**config.mk**
```make
export PLATFORM = sky130hd
export DESIGN_NAME = pipe_hazard_ctrl
export DESIGN_NICKNAME = d
export VERILOG_FILES = /design/src/rtl/pipe_hazard_ctrl.sv
export SDC_FILE = /design/constraint.sdc
export NUM_CORES = 1
export LEC_CHECK = 0
export CAP_MARGIN = 40
export CORE_AREA = 2 2 39 41
export DETAILED_ROUTE_END_ITERATION = 8
export DIE_AREA = 0 0 41 43
export PLACE_DENSITY = 0.73
export SYNTH_ARGS = -nofsm -noshare
export SYNTH_HDL_FRONTEND = slang
export SYNTH_SLANG_ARGS = --single-unit
```
**constraint.sdc**
```tcl
create_clock -name clk -period 4.5 [get_ports clk]
set_input_delay 0.9 -clock clk [delete_from_list [all_inputs] [get_ports clk]]
set_output_delay 0.9 -clock clk [all_outputs]
set_load 0.1 [all_outputs]
```
**src/rtl/pipe_hazard_ctrl.sv**
```systemverilog
// rtl/pipe_hazard_ctrl.sv - pipeline hazard, flush, freeze and interrupt-entry controller
//
// Purpose: resolves pipeline hazards for a five-stage pipeline. It handles load-use
// stalls, branch and jump flushes, and freezes on a busy data memory. It also
// sequences interrupt entry (RUN -> DRAIN -> VECTOR -> RUN).
// Optional feature macro: HAZARD_PERF_EN adds a saturating 16-bit stall-cycle counter.
//
// Ports:
//   clk              pipeline clock, rising edge
//   reset            asynchronous active-low reset
//   id_rs, id_rt     source registers of the instruction in ID
//   ex_memread       load in EX
//   ex_rt            destination register of the load in EX
//   ex_branch_taken  branch resolved taken in EX
//   id_jump          jump decoded in ID
//   mem_busy         data memory not ready (level)
//   irq, irq_en      interrupt request (level) and global enable
//   pc_write         PC write enable
//   ifid_write       IF/ID write enable
//   ifid_flush       bubble into IF/ID
//   idex_flush       bubble into ID/EX
//   pipe_freeze      hold ID/EX, EX/MEM, MEM/WB
//   pc_sel_vec       select interrupt vector as next PC
//   irq_ack          one-cycle interrupt acknowledge
//   stall_cnt        stall-cycle counter (HAZARD_PERF_EN only)

module pipe_hazard_ctrl (
  input  logic       clk,
  input  logic       reset,
  input  logic [4:0] id_rs,
  input  logic [4:0] id_rt,
  input  logic       ex_memread,
  input  logic [4:0] ex_rt,
  input  logic       ex_branch_taken,
  input  logic       id_jump,
  input  logic       mem_busy,
  input  logic       irq,
  input  logic       irq_en,
  output logic       pc_write,
  output logic       ifid_write,
  output logic       ifid_flush,
  output logic       idex_flush,
  output logic       pipe_freeze,
  output logic       pc_sel_vec,
  output logic       irq_ack
`ifdef HAZARD_PERF_EN
  ,
  output logic [15:0] stall_cnt
`endif
);

  typedef enum logic [1:0] {RUN, DRAIN, VECTOR} stateT;

  stateT state, stateNext;
  logic  drainCnt, drainCntNext;
  logic  armed, armedNext;
  logic  loadUse;

  // Register 0 is hardwired, so a load targeting it never creates a hazard.
  assign loadUse = ex_memread && (ex_rt != 5'd0) && ((ex_rt == id_rs) || (ex_rt == id_rt));

  always_ff @(posedge clk or negedge reset) begin
    if (!reset) begin
      state    <= RUN;
      drainCnt <= 1'b0;
      armed    <= 1'b1;
    end else begin
      state    <= stateNext;
      drainCnt <= drainCntNext;
      armed    <= armedNext;
    end
  end

  always_comb begin
    pc_write     = 1'b1;
    ifid_write   = 1'b1;
    ifid_flush   = 1'b0;
    idex_flush   = 1'b0;
    pipe_freeze  = 1'b0;
    pc_sel_vec   = 1'b0;
    irq_ack      = 1'b0;
    stateNext    = state;
    drainCntNext = drainCnt;
    armedNext    = armed;

    if (mem_busy) begin
      // Whole pipeline holds; sequencing state is untouched while frozen.
      pc_write    = 1'b0;
      ifid_write  = 1'b0;
      pipe_freeze = 1'b1;
    end else begin
      // Re-arming needs a sampled low irq, so a held request enters only once.
      if (!irq) armedNext = 1'b1;
      case (state)
        RUN: begin
          if (irq && irq_en && armed) begin
            ifid_flush   = 1'b1;
            idex_flush   = 1'b1;
            pc_write     = 1'b0;
            stateNext    = DRAIN;
            drainCntNext = 1'b1;
          end else if (ex_branch_taken) begin
            ifid_flush = 1'b1;
            idex_flush = 1'b1;
          end else if (loadUse) begin
            pc_write   = 1'b0;
            ifid_write = 1'b0;
            idex_flush = 1'b1;
          end else if (id_jump) begin
            ifid_flush = 1'b1;
          end
        end
        DRAIN: begin
          // Hazard and branch inputs are ignored: everything younger is being flushed.
          ifid_flush = 1'b1;
          idex_flush = 1'b1;
          pc_write   = 1'b0;
          if (drainCnt == 1'b0) stateNext = VECTOR;
          else drainCntNext = drainCnt - 1'b1;
        end
        VECTOR: begin
          pc_sel_vec = 1'b1;
          irq_ack    = 1'b1;
          stateNext  = RUN;
          armedNext  = 1'b0;
        end
        default: stateNext = RUN;
      endcase
    end
  end

`ifdef HAZARD_PERF_EN
  logic [15:0] stallCnt;

  always_ff @(posedge clk or negedge reset) begin
    if (!reset) stallCnt <= 16'd0;
    else if (!pc_write && (stallCnt != 16'hFFFF)) stallCnt <= stallCnt + 16'd1;
  end

  assign stall_cnt = stallCnt;
`endif

endmodule

```
Word level (Yosys, flattened, before mapping):

Index checks and enable logic that the tools add are counted.

* input bits: 23
* bits in registers: 4
* bits in latches: 0
* memories: 0
* logic and storage cells: 53
* bits in writable memories: 0
* output and inout bits: 7
* memory bits (read-only): 0

* multiplexer cells: 30
* add/subtract/negate cells: 1
* divide/modulo/power cells: 0
* $mul: 0
* $lt $le $gt $ge: 0
* equal/unequal tests: 7
* shift operators: 0
* reduce and logical (&&, ||, !) cells: 11
* bitwise gates (word level): 1

Operators by type and width (count)
* 1-bit 2-to-1 mux: 23
* 5-bit equality test: 2
* 1-bit one-hot mux with 2 select lines: 4
* 3-bit AND reduction: 2
* 5-bit nonzero test: 1
* 1-bit logical AND: 4
* 2-bit 2-to-1 mux: 2
* 2-bit inequality test (second input constant): 2
* 2-bit one-hot mux with 2 select lines: 1
* 2-bit by 1-bit equality test with 1-bit output (second input constant): 1
* 2-bit equality test (second input constant): 1
* 2-bit zero test: 1
* 2-bit by 1-bit inequality test with 1-bit output (second input constant): 1
* 2-bit AND reduction: 1
* 2-bit nonzero test: 1
* 1-bit logical OR: 1
* 1-bit NOT: 1
* 1-bit subtractor (second input constant): 1

Longest topological paths before layout:

* word-level depth: 8
* depth in mapped cells: 4
* gate-level depth less buffers: 4

Worst setup path before layout:

Ideal clock, no wire load.

* path type: input -> output
* start: input mem_busy
* end: output pc_sel_vec
* stages on the path: 3
* data arrival time: 3.994 ns
* path slack: -0.394 ns
* path buffers: 2
* data required time: 3.600 ns
* path through: clkbuf_1 -> nor3b_1 -> buf_4

* longest elaborated chain between the ends: 1

Ends and longest elaborated chain
* start, declared: line 36 `input logic mem_busy,`
* 1-bit 2-to-1 mux
* end, declared: line 44 `output logic pc_sel_vec,`

No other way between the ends.

Final worst setup path:

* start: input ex_rt[1]
* end: output pc_write

* longest elaborated chain between the ends: 8
* elaborated cells between the ends (all ways): 11
* those cells by class: eq/ne: 2; mux: 5; reduce/logical: 4

Ends and longest elaborated chain
* start, declared: line 33 `input logic [4:0] ex_rt,`
* 5-bit equality test or 5-bit nonzero test (tied branches): line 60 `assign loadUse = ex_memread && (ex_rt != 5'd0) && ((ex_rt == id_rs) || (ex_rt == id_rt));`
* 1-bit logical OR or 1-bit logical AND (tied branches): line 60
* 1-bit logical AND *: line 60
* 1-bit 2-to-1 mux *: line 105 `end else if (loadUse) begin`
* 1-bit 2-to-1 mux *: line 102 `end else if (ex_branch_taken) begin`
* 1-bit 2-to-1 mux *: line 96 `if (irq && irq_en && armed) begin`
* 1-bit one-hot mux with 2 select lines *: line 94 `case (state)`
* 1-bit 2-to-1 mux *: line 86 `if (mem_busy) begin`
* end, declared: line 39 `output logic pc_write,`

Mark *: on every way between the ends. The rest lies on a longest branch, timed or not.

==> summary.txt <==
Timing
  • Max-Slew Margin vs Limit: 0.746
  • Skew final: 0.00643 ns
  • Fin. Hold Viols: 0
  • Hold Slack: 0.469 ns
  • Tcrit/Tclk final: 0.801
  • RSZ-0062 raised after global routing: no
  • Setup slack after layout: 0.897 ns
  • Fmax: 278 MHz
  • Worst-margin pin slew: 0.381 ns
  • Setup TNS: 0 ns
  • Slew Viols, Final: 0
  • Count of final setup violators: 0
  • Minimum clock period: 3.60 ns

Drt
  • Vias: 443
  • Wire per inst: 10.2 um
  • DR WL met3: 53 um
  • Post-Route WL: 977 um
  • WL met2: 499 um
  • Initial DRC Count: 0
  • DRT met1 WL: 407 um
  • DRT Pass-1 Iters: 1
  • Vias per cell: 4.61
  • DRC violations left: 0
  • Post-route antenna net violation count: 0
  • Top Metal Used: met4

Critical path
  • Crit path cell chain: clkdlybuf4s50_1 > or4_1 > o21ai_2 > nor3_2 > a211oi_2 > buf_12
  • Top cell family by delay on the critical path: buffers and inverters
  • Crit Path Max Fanout: 4
  • Worst Path Required: 3.60 ns
  • CP arrival: 2.70 ns
  • RR Endpoint: drainCnt
  • R2r setup slk: 3.35 ns
  • Crit path capture type: primary output
  • Crit path largest cell delay: 0.56 ns
  • CP bufs+invs: 2
  • Critical path type: in2out
  • Startpoint types: input pin
  • Reg2Reg Depth: 3
  • Worst r2r src: state[1]
  • Worst path slowest cell: or4_1

Logic synthesis
  • Synth Flop Type: dfrtp_1
  • Area fraction of the dominant cell type after synthesis: 0.217
  • Yosys top cell by area: xnor2_1
  • Most common cell in the netlist: xnor2_1
  • Syn Area/Cell: 7.90 um^2
  • Cell area after synthesis: 403 um^2
  • Synth warnings: 0
  • Yosys cell types: 24
  • Sequential cell area fraction in the yosys report: 0.252
  • Syn Nets: 74
  • Top post-synthesis cells by area: xnor2_1 (22%), dfrtp_1 (19%), dfstp_2 (6.5%)
  • FFs w/ async S/R, synth: 1.00
  • Gate Count Post-Synth: 51
  • Number of synthesized flops with an enable pin: 0
  • Register bit count reported by yosys: 4
  • Commonest cells in the netlist: xnor2_1 (10), nor2_1 (6), nand2_1 (4)

Floorplan
  • Std cell rows: 14
  • Chip height: 43 um
  • Top Ports: 30
  • Area of the core: 1380 um^2
  • Die W: 41 um
  • DIE AREA: 1760 um^2
  • Starting Density: 0.291

Place
  • Inst Count DP: 92
  • DP Worst Slack: 0.881 ns
  • Port Buf Inserts: 29
  • DPL Wire Length: 846 um
  • Routability-driven placement congestion ratio: 0.730

Worst hold path
  • Hold Crit Class: reg2reg
  • WHS Endpoint: state[1]
  • Min-Delay Path Depth: 1
  • Hold Path Origin: drainCnt

Clock network
  • Latest clock arrival within the worst-skew pair: 0.23 ns
  • Post-CTS Setup Bufs: 0
  • Clock slew at the register clock pins of the worst setup and hold paths: 0.04 ns
  • Total CTS buffers: 3
  • CTS sink cnt: 4
  • H-tree Lvls: 1
  • Clk root buf: clkbuf_4
  • CTS tree: done
  • Clock Tree Buf Depth: 2
  • Post_cts resized: 0
  • CTS Hold Buffers Added: 0

Cells and area
  • # diodes: 0
  • Number of fill cells: 147
  • Nets@finish: 104
  • Area delta synth->final: 77.6%
  • Share of cells above drive strength 1: 0.188
  • Fin cells: 96
  • Finished Core Util: 0.517

Global routing
  • Vias in the first global route: 385
  • Largest net degree at the start of global routing: 11
  • Grt total ovfl: 0
  • GRT Total Usage: 0.122
  • First-pass GRT wire length: 1520 um
  • Antenna violations before repair: 0

Run
  • # Max-Cap Violations: 0

Power and ir drop
  • Pwr Density: 441 nW/um^2
  • Leak: 0.269 nW
  • Peak supply drop: 266 uV

Outcome
  • Status: completed
per-layer routing:
metal / global-route usage / up-vias
met4: 0.0600 / 0
met2: 0.191 / 11
met3: 0 / 2
met1: 0.167 / 192
li1: - / 238
met5: 0 / -
stage by stage:
| stage | area, um^2 | total power [mW] |
|---|---|---|
| after global placement | 689 | 0.267 |
| after CTS | 716 | 0.319 |
| final | 716 | 0.315 |
| after detailed placement | 689 | 0.269 |
| after global routing | 716 | 0.334 |
| after floorplan | 408 | 0.215 |
worst max path at each step:
stage / start / endpoint / slack (ns) / cells past startpoint
5_1_grt: ex_rt[1] / ifid_write / 0.79 / 6
3_5_place_dp: ex_rt[1] / pc_write / 0.88 / 6
6_report: ex_rt[1] / pc_write / 0.90 / 6
2_1_floorplan: ex_rt[1] / ifid_write / 0.42 / 4
4_1_cts: ex_rt[1] / pc_write / 0.88 / 6
3_3_place_gp: ex_rt[1] / pc_write / 0.90 / 6
final cells by class:
type	count	area (um^2)	share of cell area
multi-input combinational	43	283	0.395
clock buffer	4	26.3	0.0367
tap	16	20.0	0.0280
sequential	4	101	0.142
timing repair buffer	29	285	0.399
cell families (layout without fill, tap and decap cells):
family | after synthesis | after routing | share of synthesized area
AND/OR/NAND/NOR | 20 | 20 | 0.248
buffers and inverters | 4 | 33 | 0.0590
flip-flops | 4 | 4 | 0.252
AO/OA/AOI/OAI | 13 | 13 | 0.224
XOR/XNOR | 10 | 10 | 0.217
power breakdown:
part           internal [mW]  total, mW  switching (mW)
Sequential            0.0554     0.0748          0.0194
Clock                 0.0332     0.0477          0.0144
Combinational         0.0683      0.193           0.125
cell usage in the layout, fill, tap and decap left out, drive strengths merged, types with 3 or more instances in the layout:
| master | instances |
|---|---|
| nor3 | 3 |
| nor2 | 6 |
| o21ai | 4 |
| nand3 | 3 |
| a21oi | 3 |
| xnor2 | 10 |
| nand2 | 4 |
| clkbuf | 4 |
| clkdlybuf4s50 | 22 |
| buf | 7 |
| dfrtp | 3 |
flip-flops by register name, summed over array words and instances (netlist names):
name / count
armed: 1
drainCnt: 1
state: 2
(Power assumes the default switching activity.)
